### src/rtl/inst_fetch_queue.sv
// -----------------------------------------------------------------------------
// inst_fetch_queue
//
// Sequential instruction fetch unit with a small decoupling queue.
// - Issues one PC request at a time to the I-cache (request held until the
//   response strobe). It stops issuing while the queue is full.
// - Buffers returned {pc, inst} pairs in a QUEUE_DEPTH-entry FIFO.
// - Presents the FIFO head to the decoder over a valid/ready handshake.
// - A jump redirects the PC and flushes the queue. Any response still in
//   flight for the old path is dropped (DISCARD state).
//
// Ports
//   clk, rst_n       clock (rising edge), asynchronous active-low reset
//   rdy              global enable; low freezes every register
//   pc_send_enable   I-cache request valid
//   pc_to_ic         I-cache request address
//   inst_get_ready   I-cache response strobe (one cycle)
//   inst_from_ic     I-cache response instruction
//   inst_valid       queue head valid (queue not empty)
//   inst_to_dec      queue head instruction (0 while empty)
//   pc_to_dec        queue head PC (0 while empty)
//   dec_ready        decoder accepts the head this cycle
//   jump_flag        redirect strobe
//   target_pc        redirect address
//   queue_count      queue occupancy
// -----------------------------------------------------------------------------
module inst_fetch_queue #(
  parameter int unsigned ADDR_WIDTH  = 32,
  parameter int unsigned INST_WIDTH  = 32,
  parameter int unsigned QUEUE_DEPTH = 4,
  parameter int unsigned PC_STEP     = 4,
  parameter logic [ADDR_WIDTH-1:0] RESET_PC = '0
) (
  input  logic                           clk,
  input  logic                           rst_n,
  input  logic                           rdy,
  output logic                           pc_send_enable,
  output logic [ADDR_WIDTH-1:0]          pc_to_ic,
  input  logic                           inst_get_ready,
  input  logic [INST_WIDTH-1:0]          inst_from_ic,
  output logic                           inst_valid,
  output logic [INST_WIDTH-1:0]          inst_to_dec,
  output logic [ADDR_WIDTH-1:0]          pc_to_dec,
  input  logic                           dec_ready,
  input  logic                           jump_flag,
  input  logic [ADDR_WIDTH-1:0]          target_pc,
  output logic [$clog2(QUEUE_DEPTH):0]   queue_count
);

  localparam int unsigned PTR_W = $clog2(QUEUE_DEPTH);
  localparam int unsigned CNT_W = PTR_W + 1;

  localparam logic [1:0] S_IDLE    = 2'd0;
  localparam logic [1:0] S_WAIT    = 2'd1;
  localparam logic [1:0] S_DISCARD = 2'd2;

  localparam logic [CNT_W-1:0]      FULL_COUNT = CNT_W'(QUEUE_DEPTH);
  localparam logic [ADDR_WIDTH-1:0] PC_INC     = ADDR_WIDTH'(PC_STEP);
  localparam logic [PTR_W-1:0]      PTR_ONE    = PTR_W'(1);

  logic [1:0]            state_q,     state_d;
  logic [ADDR_WIDTH-1:0] pc_q,        pc_d;
  logic [ADDR_WIDTH-1:0] pc_to_ic_q,  pc_to_ic_d;
  logic                  send_q,      send_d;
  logic [PTR_W-1:0]      head_q,      head_d;
  logic [PTR_W-1:0]      tail_q,      tail_d;
  logic [CNT_W-1:0]      count_q,     count_d;

  logic                  enq;
  logic                  deq;

  logic [ADDR_WIDTH-1:0] pc_mem   [QUEUE_DEPTH];
  logic [INST_WIDTH-1:0] inst_mem [QUEUE_DEPTH];

  // ---------------------------------------------------------------------------
  // Next-state logic
  // ---------------------------------------------------------------------------
  always_comb begin
    // NOTE: every variable gets a hold default first so no path infers a latch.
    state_d    = state_q;
    pc_d       = pc_q;
    pc_to_ic_d = pc_to_ic_q;
    send_d     = send_q;
    head_d     = head_q;
    tail_d     = tail_q;
    count_d    = count_q;
    enq        = 1'b0;
    deq        = 1'b0;

    if (rdy) begin
      if (jump_flag) begin
        // Redirect wins over everything: flush and suppress this cycle's
        // enqueue/dequeue. A request still outstanding must be drained.
        pc_d    = target_pc;
        head_d  = '0;
        tail_d  = '0;
        count_d = '0;
        send_d  = 1'b0;
        case (state_q)
          S_WAIT,
          S_DISCARD: state_d = inst_get_ready ? S_IDLE : S_DISCARD;
          default:   state_d = S_IDLE;
        endcase
      end else begin
        deq = inst_valid & dec_ready;
        case (state_q)
          S_IDLE: begin
            // Registered count only: a same-cycle dequeue frees a slot for
            // the following cycle, which keeps overflow impossible.
            if (count_q < FULL_COUNT) begin
              pc_to_ic_d = pc_q;
              send_d     = 1'b1;
              state_d    = S_WAIT;
            end else begin
              send_d = 1'b0;
            end
          end
          S_WAIT: begin
            if (inst_get_ready) begin
              enq     = 1'b1;
              pc_d    = pc_q + PC_INC;
              send_d  = 1'b0;
              state_d = S_IDLE;
            end
          end
          S_DISCARD: begin
            send_d = 1'b0;
            if (inst_get_ready) state_d = S_IDLE;
          end
          default: begin
            send_d  = 1'b0;
            state_d = S_IDLE;
          end
        endcase

        if (enq) tail_d = tail_q + PTR_ONE;
        if (deq) head_d = head_q + PTR_ONE;
        case ({enq, deq})
          2'b10:   count_d = count_q + 1'b1;
          2'b01:   count_d = count_q - 1'b1;
          default: count_d = count_q;
        endcase
      end
    end
  end

  // ---------------------------------------------------------------------------
  // Control registers
  // ---------------------------------------------------------------------------
  always_ff @(posedge clk or negedge rst_n) begin
    // NOTE: sequential state uses non-blocking assignments only, so every
    // register samples the pre-edge values computed above.
    if (!rst_n) begin
      state_q    <= S_IDLE;
      pc_q       <= RESET_PC;
      pc_to_ic_q <= '0;
      send_q     <= 1'b0;
      head_q     <= '0;
      tail_q     <= '0;
      count_q    <= '0;
    end else begin
      state_q    <= state_d;
      pc_q       <= pc_d;
      pc_to_ic_q <= pc_to_ic_d;
      send_q     <= send_d;
      head_q     <= head_d;
      tail_q     <= tail_d;
      count_q    <= count_d;
    end
  end

  // ---------------------------------------------------------------------------
  // Queue storage
  // ---------------------------------------------------------------------------
  // NOTE: the storage array is deliberately not reset; an entry is only ever
  // observed after it was written, and the head outputs are masked to 0 while
  // the queue is empty.
  always_ff @(posedge clk) begin
    if (enq) begin
      pc_mem[tail_q]   <= pc_q;
      inst_mem[tail_q] <= inst_from_ic;
    end
  end

  // ---------------------------------------------------------------------------
  // Outputs
  // ---------------------------------------------------------------------------
  assign pc_send_enable = send_q;
  assign pc_to_ic       = pc_to_ic_q;
  assign queue_count    = count_q;
  assign inst_valid     = (count_q != '0);
  assign inst_to_dec    = inst_valid ? inst_mem[head_q] : '0;
  assign pc_to_dec      = inst_valid ? pc_mem[head_q]   : '0;

endmodule

### config.mk
export PLATFORM = sky130hd
export DESIGN_NAME = inst_fetch_queue
export DESIGN_NICKNAME = d
export VERILOG_FILES = /design/src/rtl/inst_fetch_queue.sv
export SDC_FILE = /design/constraint.sdc
export NUM_CORES = 1
export LEC_CHECK = 0
export ABC_AREA = 1
export ABC_CLOCK_PERIOD_IN_PS = 7700
export BUFFER_PORTS_ARGS = -buffer_cell sky130_fd_sc_hd__buf_2
export CORE_MARGIN = 5
export CORE_UTILIZATION = 62
export DETAILED_ROUTE_END_ITERATION = 10
export GPL_ROUTABILITY_DRIVEN = 0
export HOLD_SLACK_MARGIN = 0.12
export PLACE_DENSITY = 0.84
export SYNTH_ARGS = -nofsm -noshare
export SYNTH_HDL_FRONTEND = slang
export SYNTH_SLANG_ARGS = --single-unit
### constraint.sdc
create_clock -name clk -period 7.7 [get_ports clk]
set_clock_uncertainty 0.15 [all_clocks]
set_input_delay 1.54 -clock clk [delete_from_list [all_inputs] [get_ports clk]]
set_output_delay 1.54 -clock clk [all_outputs]
set_load 0.03 [all_outputs]
==> flow_summary.yaml, run 1 <==
timing:
  holdWs_ns: 0.345
  fin_crit_ns: 5.03
  setup_viol: 0
  rsz0062_at_grt: "no"
  hold_violations: 0
  max_slew_margin: 0.350
  max_freq_mhz: 199
  tightestPinTransition_ns: 0.974
  post-route-period-util: 0.653
  drv_slew: 0
  totalNegativeSetupSlack_ns: 0
clocking:
  root_buffer: "clkbuf_16"
  cts_tree: "yes"
  postCtsResizedCells: 0
  clockBufferDepth: 3
  cts_buffers: 31
  clock-sinks: 330
  cts_hold_buf: 0
  post-cts-setup-buffers: 0
  clk_latency_ns: 0.55
  clkTransAtPathRegs_ns: 0.06
  htreeDepth: 1
routing:
  drt-total-wl_microns: 33300
  drt_iter0_drc: 1037
  first_pass_iters: 5
  num_vias: 10240
  drt-wirelength-per-cell_microns: 18.8
  drcViolationCount: 0
  viasPerCell: 5.78
  ant_nets: 0
setup_path:
  critPathCaptureType: "primary output"
  cp_num_buf_inv: 3
  arrival_ns: 3.34
  crit_family: "buffers and inverters"
  cpMaxStageDelayCell: "inv_2"
  worstSetupPathType: "flip-flop to primary output"
  worstPathRequired_ns: 6.01
  max_stage_delay_ns: 0.76
  cp-start-kind: "flip-flop"
  cp_max_fo: 68
  crit_path_cell_trace: "inv_2 -> buf_4 -> o21ai_0 -> a21oi_1 -> buf_2"
synth:
  synth_compound_area_frac: 0.103
  yosysTopAreaCellShare: 0.552
  ys.flop_type: "edfxtp_1"
  synthSimpleGateAreaFrac: 0.163
  synthMuxAreaShare: 0.00269
  netlist_area_sq_um: 13900
  synth_area_leaders: "edfxtp_1 (55%), dfrtp_1 (13%), nor2_1 (9.1%)"
  synth_top_area_cell: "edfxtp_1"
  synth-xor-area-share: 0.00189
  ys_async_sr_fraction: 0.224
  syn_inst: 1325
  yosys-top-cells-count: "nor2_1 (338), edfxtp_1 (256), nand2_1 (175)"
  yosysMostFrequentCell: "nor2_1"
  synth_warnings: 0
  synth_top_family_by_area: "simple AND/OR/NAND/NOR gates"
  ys_seq_area_frac: 0.684
  synth_seq_cells: 330
  synthDistinctLibCells: 37
  synth_fp_nets: 1403
  avgSynthCellArea_sq_um: 10.5
  yosys.area_share.adder: 0.00772
  synth_edf_count: 256
die:
  die_y_microns: 160
  row_count: 54
  coreArea_sq_um: 22000
  start_util: 0.635
  die_area_sq_um: 25600
  die_w_microns: 160
  num_io_pins: 171
placement:
  io_buffers: 170
  dp_cells: 1717
  hpwl_microns: 20900
job:
  maxCapViolCount: 0
grt:
  grt_pass1_wl_microns: 52000
  grt_pass1_vias: 10052
  track_usage: 0.253
  grt_max_degree: 79
  grt.overflow.total: 0
  antenna_found_initial: 0
cells_and_area:
  fin_cells: 1771
  final_net_count: 1548
  drive_gt1_frac: 0.166
  utilization: 0.724
  syn2layout_area_growth_pct: 14.1
  diodes: 0
pwr:
  peakVddDrop_mv: 0.266
  leakage_nw: 6.24
  power_density_nw_per_um2: 386
worst_hold_path:
  min_path_type: "flip-flop to flip-flop"
status:
  status: "finished clean"
## final cells by class
class                           count  area, sq um
Clock buffer                       35          791
Timing Repair Buffer              179          921
Fill cell                        1476         6050
Inverter                           61          229
Multi-Input combinational cell    867         3910
Tap cell                          280          350
Clock inverter                     19          164
Sequential cell                   330         9540
## worst reg2reg max path: cells and delay by family (launching register included)
kind                     cells  cell delay (ns)
adder cells (fa/ha/maj)      1             0.17
AND/OR/NAND/NOR              3             1.19
buffers and inverters        3             0.85
flip-flops                   1             0.36
## sequential cells by signal, summed over array words and instances (netlist names)
register / flops
queue_count: 3
pc_send_enable: 1
pc_to_ic: 32
state_q: 2
inst_mem: 128
pc_mem: 128
head_q: 2
pc_q: 32
tail_q: 2
## cell families (layout without fill, tap and decap cells)
kind of cell,after synthesis,after routing
adder cells (fa/ha/maj),8,8
AO/OA/AOI/OAI,281,281
buffers and inverters,128,294
flip-flops,330,330
AND/OR/NAND/NOR,572,572
XOR/XNOR,3,3
multiplexers,3,3
## per-stage QoR
step / total power, W / setup WS [ns] / cell area, sq um
final: 0.00615 / 2.67 / 15900
after CTS: 0.00615 / 2.67 / 15900
after global routing: 0.00645 / 2.40 / 15900
after floorplan: 0.00399 / 2.38 / 13900
after detailed placement: 0.00471 / 3.26 / 15000
after global placement: 0.00465 / 3.34 / 15000
## placed cells by master, fill, tap and decap left out, types with 33 or more instances in the layout
cell,n
nand2_1,175
buf_2,169
nand3_1,40
o21ai_0,157
dfrtp_1,72
o21ai_1,33
a21oi_1,77
edfxtp_1,256
nor2_1,334
inv_1,55
## layer usage
metal	track usage	vias to the layer above	wire length (microns)
li1	-	4804	-
met5	0	-	0
met4	0.0759	0	785
met3	0.0474	65	3020
met1	0.347	4845	13500
met2	0.418	526	16000
## report_power, final
group          switching, W  internal, W
Combinational       0.00168     0.000587
Clock              0.000618     0.000830
Sequential         0.000259      0.00217
Total               0.00256      0.00359
## path summary, 6_finish.rpt
path | to | cells after the start | slack, ns | start
max reg2reg | pc_mem[1][31] | 7 | 4.62 | state_q[1]
max | pc_to_dec[7] | 5 | 2.67 | head_q[0]
min reg2reg | pc_to_ic[23] | 2 | 0.35 | pc_to_ic[23]
min | pc_to_ic[23] | 2 | 0.35 | pc_to_ic[23]
max in group asynchronous | head_q[0] | 1 | 5.66 | rst_n
min in group asynchronous | pc_q[25] | 1 | 1.00 | rst_n
No activity file was read; power rests on OpenSTA's default activity.
==> run 2, diff against run 1 <==
--- a/config.mk
+++ b/config.mk
@@ -6,14 +6,14 @@
 export NUM_CORES = 1
 export LEC_CHECK = 0
 export ABC_AREA = 1
-export ABC_CLOCK_PERIOD_IN_PS = 7700
+export ABC_CLOCK_PERIOD_IN_PS = 4000
 export BUFFER_PORTS_ARGS = -buffer_cell sky130_fd_sc_hd__buf_2
 export CORE_MARGIN = 5
-export CORE_UTILIZATION = 62
+export CORE_UTILIZATION = 52
 export DETAILED_ROUTE_END_ITERATION = 10
 export GPL_ROUTABILITY_DRIVEN = 0
 export HOLD_SLACK_MARGIN = 0.12
-export PLACE_DENSITY = 0.84
+export PLACE_DENSITY = 0.75
 export SYNTH_ARGS = -nofsm -noshare
 export SYNTH_HDL_FRONTEND = slang
 export SYNTH_SLANG_ARGS = --single-unit
==> constraint.sdc (replaced) <==
create_clock -name clk -period 4 [get_ports clk]
set_clock_uncertainty 0.15 [all_clocks]
set_input_delay 0.8 -clock clk [delete_from_list [all_inputs] [get_ports clk]]
set_output_delay 0.8 -clock clk [all_outputs]
set_load 0.03 [all_outputs]
==> flow_summary.yaml, run 2 (synthesis gave the netlist of run 1 again) <==
routing:
  met3_length_microns: 2110
  drcViolationCount: 0
  num_vias: 9958
  top_layer: "met4"
  wl_met1_microns: 14700
  drt-wirelength-per-cell_microns: 17.7
  viasPerCell: 5.40
  first_pass_iters: 5
  drt_iter0_drc: 1089
  wl_met2_microns: 15200
  drt-total-wl_microns: 32600
  ant_nets: 0
setup_path:
  rr_endpoint: "pc_mem[0][30]"
  worstPathRequired_ns: 3.05
  worstReg2RegStart: "state_q[1]"
  arrival_ns: 2.63
  cp_max_fo: 72
  critPathCaptureType: "primary output"
  cp-start-kind: "flip-flop"
  reg2reg_depth: 7
  worstSetupPathType: "flip-flop to primary output"
  regToRegSetupSlack_ns: 1.50
cells_and_area:
  final_net_count: 1555
  drive_gt1_frac: 0.171
  layout_common_cells: "nor2_1 (334), edfxtp_1 (256), nand2_1 (175)"
  syn2layout_area_growth_pct: 16.0
  diodes: 0
  reg_top3: "inst_mem: 128 flops, pc_mem: 128 flops"
  fin_cells: 1844
  utilization: 0.606
  layout_commonest_cell: "nor2_1"
pwr:
  sw_frac_of_total: 0.414
  p_sw_w: 0.00497
  p_seq_frac: 0.392
  p_int_w: 0.00704
  peakVddDrop_mv: 0.561
  power_density_nw_per_um2: 743
  power.total_w: 0.0120
  p_comb_frac: 0.364
  pwr-share-clk: 0.243
  leakage_nw: 6.33
timing:
  hold_violations: 0
  fin_crit_ns: 3.58
  setup_viol: 0
  post-route-period-util: 0.896
  drv_slew: 0
  max_slew_margin: 0.337
  max_freq_mhz: 279
  rsz0062_at_grt: "no"
  tightestPinTransition_ns: 0.994
  holdWs_ns: 0.291
  worst_slack_ns: 0.416
die:
  die_y_microns: 174
  start_util: 0.523
  die_area_sq_um: 30200
  num_io_pins: 171
  die_w_microns: 174
  coreArea_sq_um: 26700
  row_count: 60
grt:
  track_usage: 0.212
  grt_pass1_vias: 9630
  antenna_found_initial: 0
  grt_pass1_wl_microns: 51700
  grt.overflow.total: 0
  grt_max_degree: 99
clocking:
  clockBufferDepth: 3
  clk_latency_ns: 0.50
  post-cts-setup-buffers: 0
  clock-sinks: 330
  cts_hold_buf: 0
  cts_buffers: 34
  root_buffer: "clkbuf_16"
  postCtsResizedCells: 0
  cts_tree: "yes"
  htreeDepth: 2
  clkTransAtPathRegs_ns: 0.06
placement:
  pre_cts_ws_ns: 0.942
  dp_cells: 1782
  io_buffers: 170
  hpwl_microns: 19900
worst_hold_path:
  min_path_type: "input port to asynchronous set/reset pin"
status:
  status: "finished clean"
job:
  maxCapViolCount: 0
-- run 2: cell types whose count changed in the layout (fill, tap and decap cells not counted), sizes merged --
cell    delta
clkbuf     +6
bufinv     -2
inv        -3
buf        +4
clkinv     +7
-- run 2: cell type report --
type                       count  area (sq um)
clock inverter                21           141
fill                        2113         10500
tap                          341           427
inverter                      61           230
multi-input combinational    867          3910
timing repair buffer         183          1010
sequential                   330          9540
clock buffer                  41           898
-- run 2: metrics by stage --
step	area [sq um]	setup TNS, ns
after floorplan	13900	-148.20
after global placement	15100	0
after detailed placement	15100	0
after CTS	16200	0
after global routing	16200	0
final	16200	0
-- run 2: worst max-delay path by stage --
stage | to | slack, ns | from | cells past startpoint
global placement | pc_to_dec[10] | 0.97 | head_q[0] | 5
CTS | pc_to_dec[10] | 0.40 | head_q[0] | 5
detailed placement | pc_to_dec[10] | 0.94 | head_q[0] | 5
finish | pc_to_dec[12] | 0.42 | head_q[0] | 6
global route | pc_to_dec[16] | 0.24 | head_q[0] | 5
floorplan | inst_mem[0][0] | -0.58 | jump_flag | 4
-- run 2: power groups by stage --
stage | clock network [W] | logic (W) | registers [W]
after detailed placement | 0 | 0.00439 | 0.00477
after floorplan | 0 | 0.00281 | 0.00486
after global placement | 0 | 0.00434 | 0.00476
final | 0.00292 | 0.00438 | 0.00471
after CTS | 0.00297 | 0.00440 | 0.00471
after global routing | 0.00313 | 0.00476 | 0.00479
-- run 2: worst max-delay path, cell delays in order (launching register included) --
cell and delay (ns):
dfrtp_4 0.96, buf_12 0.35, nor2_1 0.08, nor2_1 0.08, o21ai_0 0.09, a21oi_1 0.29, buf_2 0.26
-- run 2: metal layers --
layer,global-route usage,vias up
met3,0.0384,44
li1,-,4813
met5,0,-
met4,0.0531,0
met1,0.307,4761
met2,0.337,340
==> run 3, diff against run 2 <==
--- a/config.mk
+++ b/config.mk
@@ -8,12 +8,13 @@
 export ABC_AREA = 1
 export ABC_CLOCK_PERIOD_IN_PS = 4000
 export BUFFER_PORTS_ARGS = -buffer_cell sky130_fd_sc_hd__buf_2
+export CAP_MARGIN = 30
 export CORE_MARGIN = 5
 export CORE_UTILIZATION = 52
 export DETAILED_ROUTE_END_ITERATION = 10
 export GPL_ROUTABILITY_DRIVEN = 0
 export HOLD_SLACK_MARGIN = 0.12
-export PLACE_DENSITY = 0.75
+export PLACE_DENSITY_LB_ADDON = 0.15
 export SYNTH_ARGS = -nofsm -noshare
 export SYNTH_HDL_FRONTEND = slang
 export SYNTH_SLANG_ARGS = --single-unit
==> flow_summary.yaml, run 3 (synthesis gave the netlist of run 1 again) <==
timing:
  hold_violations: 0
  drv_slew: 0
  totalNegativeSetupSlack_ns: 0
  post-route-period-util: 0.843
  rsz0062_at_grt: "no"
  tightestPinTransition_ns: 0.871
  max_slew_margin: 0.419
  setup_viol: 0
  max_freq_mhz: 297
  fin_crit_ns: 3.37
routing:
  viasPerCell: 5.39
  drcViolationCount: 0
  drt_iter0_drc: 858
  ant_nets: 0
  drt-total-wl_microns: 33000
  num_vias: 9948
  first_pass_iters: 5
  drt-wirelength-per-cell_microns: 17.9
die:
  row_count: 60
  coreArea_sq_um: 26700
  die_area_sq_um: 30200
  die_y_microns: 174
  num_io_pins: 171
  die_w_microns: 174
  start_util: 0.523
status:
  status: "finished clean"
grt:
  grt.overflow.total: 0
  grt_pass1_wl_microns: 52200
  track_usage: 0.215
  grt_pass1_vias: 9580
  antenna_found_initial: 0
  grt_max_degree: 130
pwr:
  pwr-share-clk: 0.257
  p_seq_frac: 0.376
  sw_frac_of_total: 0.407
  p_int_w: 0.00726
  p_comb_frac: 0.368
  peakVddDrop_mv: 0.414
  p_sw_w: 0.00497
  leakage_nw: 6.39
  power_density_nw_per_um2: 750
clocking:
  clock-sinks: 330
  root_buffer: "clkbuf_16"
  clkTransAtPathRegs_ns: 0.06
  postCtsResizedCells: 0
  clockBufferDepth: 3
  clk_latency_ns: 0.50
  post-cts-setup-buffers: 0
  cts_tree: "yes"
  htreeDepth: 2
  cts_buffers: 34
cells_and_area:
  utilization: 0.612
  fin_cells: 1844
  final_net_count: 1555
  syn2layout_area_growth_pct: 17.0
  layout_common_cells: "nor2_1 (334), edfxtp_1 (256), nand2_1 (175)"
  reg_top3: "inst_mem: 128 flops, pc_mem: 128 flops"
  layout_commonest_cell: "nor2_1"
  drive_gt1_frac: 0.174
  diodes: 0
  final_area_sq_um: 16300
setup_path:
  cp_max_fo: 56
  worstSetupPathType: "flip-flop to primary output"
  arrival_ns: 2.42
  cpMaxStageDelayCell: "clkinv_2"
  crit_path_cell_trace: "clkinv_2 -> buf_12 -> o21ai_0 -> a21oi_1 -> buf_2"
  max_stage_delay_ns: 0.49
  critPathCaptureType: "primary output"
  cp-start-kind: "flip-flop"
  worstPathRequired_ns: 3.05
worst_hold_path:
  min_path_type: "flip-flop to flip-flop"
placement:
  dpl_cell_area_sq_um: 15200
  hpwl_microns: 19900
  io_buffers: 170
  dp_cells: 1781
job:
  maxCapViolCount: 0
[run 3: cell count changes in the layout (fill, tap and decap cells not counted)]
cell	delta
bufinv_16	+1
clkbuf_1	+1
clkinv_8	-2
buf_16	+1
buf_4	-5
clkinv_2	-1
dlygate4sd3_1	+1
inv_4	+1
clkinv_1	-6
buf_12	+3
clkbuf_16	+2
clkbuf_8	+4
[run 3: path summary, 6_finish.rpt]
kind	cells past startpoint	startpoint	slack (ns)	to
worst max-delay path	5	head_q[0]	0.63	pc_to_dec[28]
worst min-delay path	2	pc_to_ic[4]	0.34	pc_to_ic[4]
worst max register to register	7	state_q[1]	1.55	pc_mem[0][1]
worst min register to register	2	pc_to_ic[4]	0.34	pc_to_ic[4]
max in group asynchronous	3	rst_n	2.54	pc_q[3]
min in group asynchronous	2	rst_n	0.57	pc_to_ic[24]
[run 3: per-layer routing]
layer  vias to the layer above  wire length [microns]  GRT usage
met4                         0                    720     0.0571
li1                       4816                      -          -
met1                      4745                  14300      0.302
met5                         -                      0          0
met3                        53                   2340     0.0449
met2                       334                  15700      0.347
[run 3: metrics by stage]
stage | hold WS [ns] | total power, W | worst slack (ns)
after floorplan | 0.326 | 0.00767 | -0.579
after global placement | 0.321 | 0.00913 | 1.11
after detailed placement | 0.327 | 0.00918 | 1.10
final | 0.339 | 0.0122 | 0.630
after CTS | 0.336 | 0.0123 | 0.568
after global routing | 0.350 | 0.0129 | 0.429
[run 3: area by class of cell]
class	instances	area [sq um]
multi-input cells	867	3910
flip-flops and latches	330	9540
repair buffers	183	1070
clock inverters	14	118
well taps	341	427
fillers	2153	10300
clock buffers	48	1010
inverters	61	230
[run 3: critical path, delay by kind of cell (launching register included)]
kind | cells | cell delay, ns
AO/OA/AOI/OAI | 2 | 0.35
flip-flops | 1 | 0.43
buffers and inverters | 3 | 1.14
[run 3: power groups by stage]
stage | clock network, W | logic, W | registers [W]
2_1_floorplan | 0 | 0.00281 | 0.00486
3_3_place_gp | 0 | 0.00449 | 0.00464
3_5_place_dp | 0 | 0.00453 | 0.00466
4_1_cts | 0.00320 | 0.00455 | 0.00459
5_1_grt | 0.00335 | 0.00488 | 0.00465
6_report | 0.00314 | 0.00450 | 0.00460
[run 3: repair_timing]
action | 4_1_cts | 5_1_grt
endpoints found under the setup margin | 0 | 0
endpoints found under the hold margin | 17 | 0
hold buffers | 1 | 0
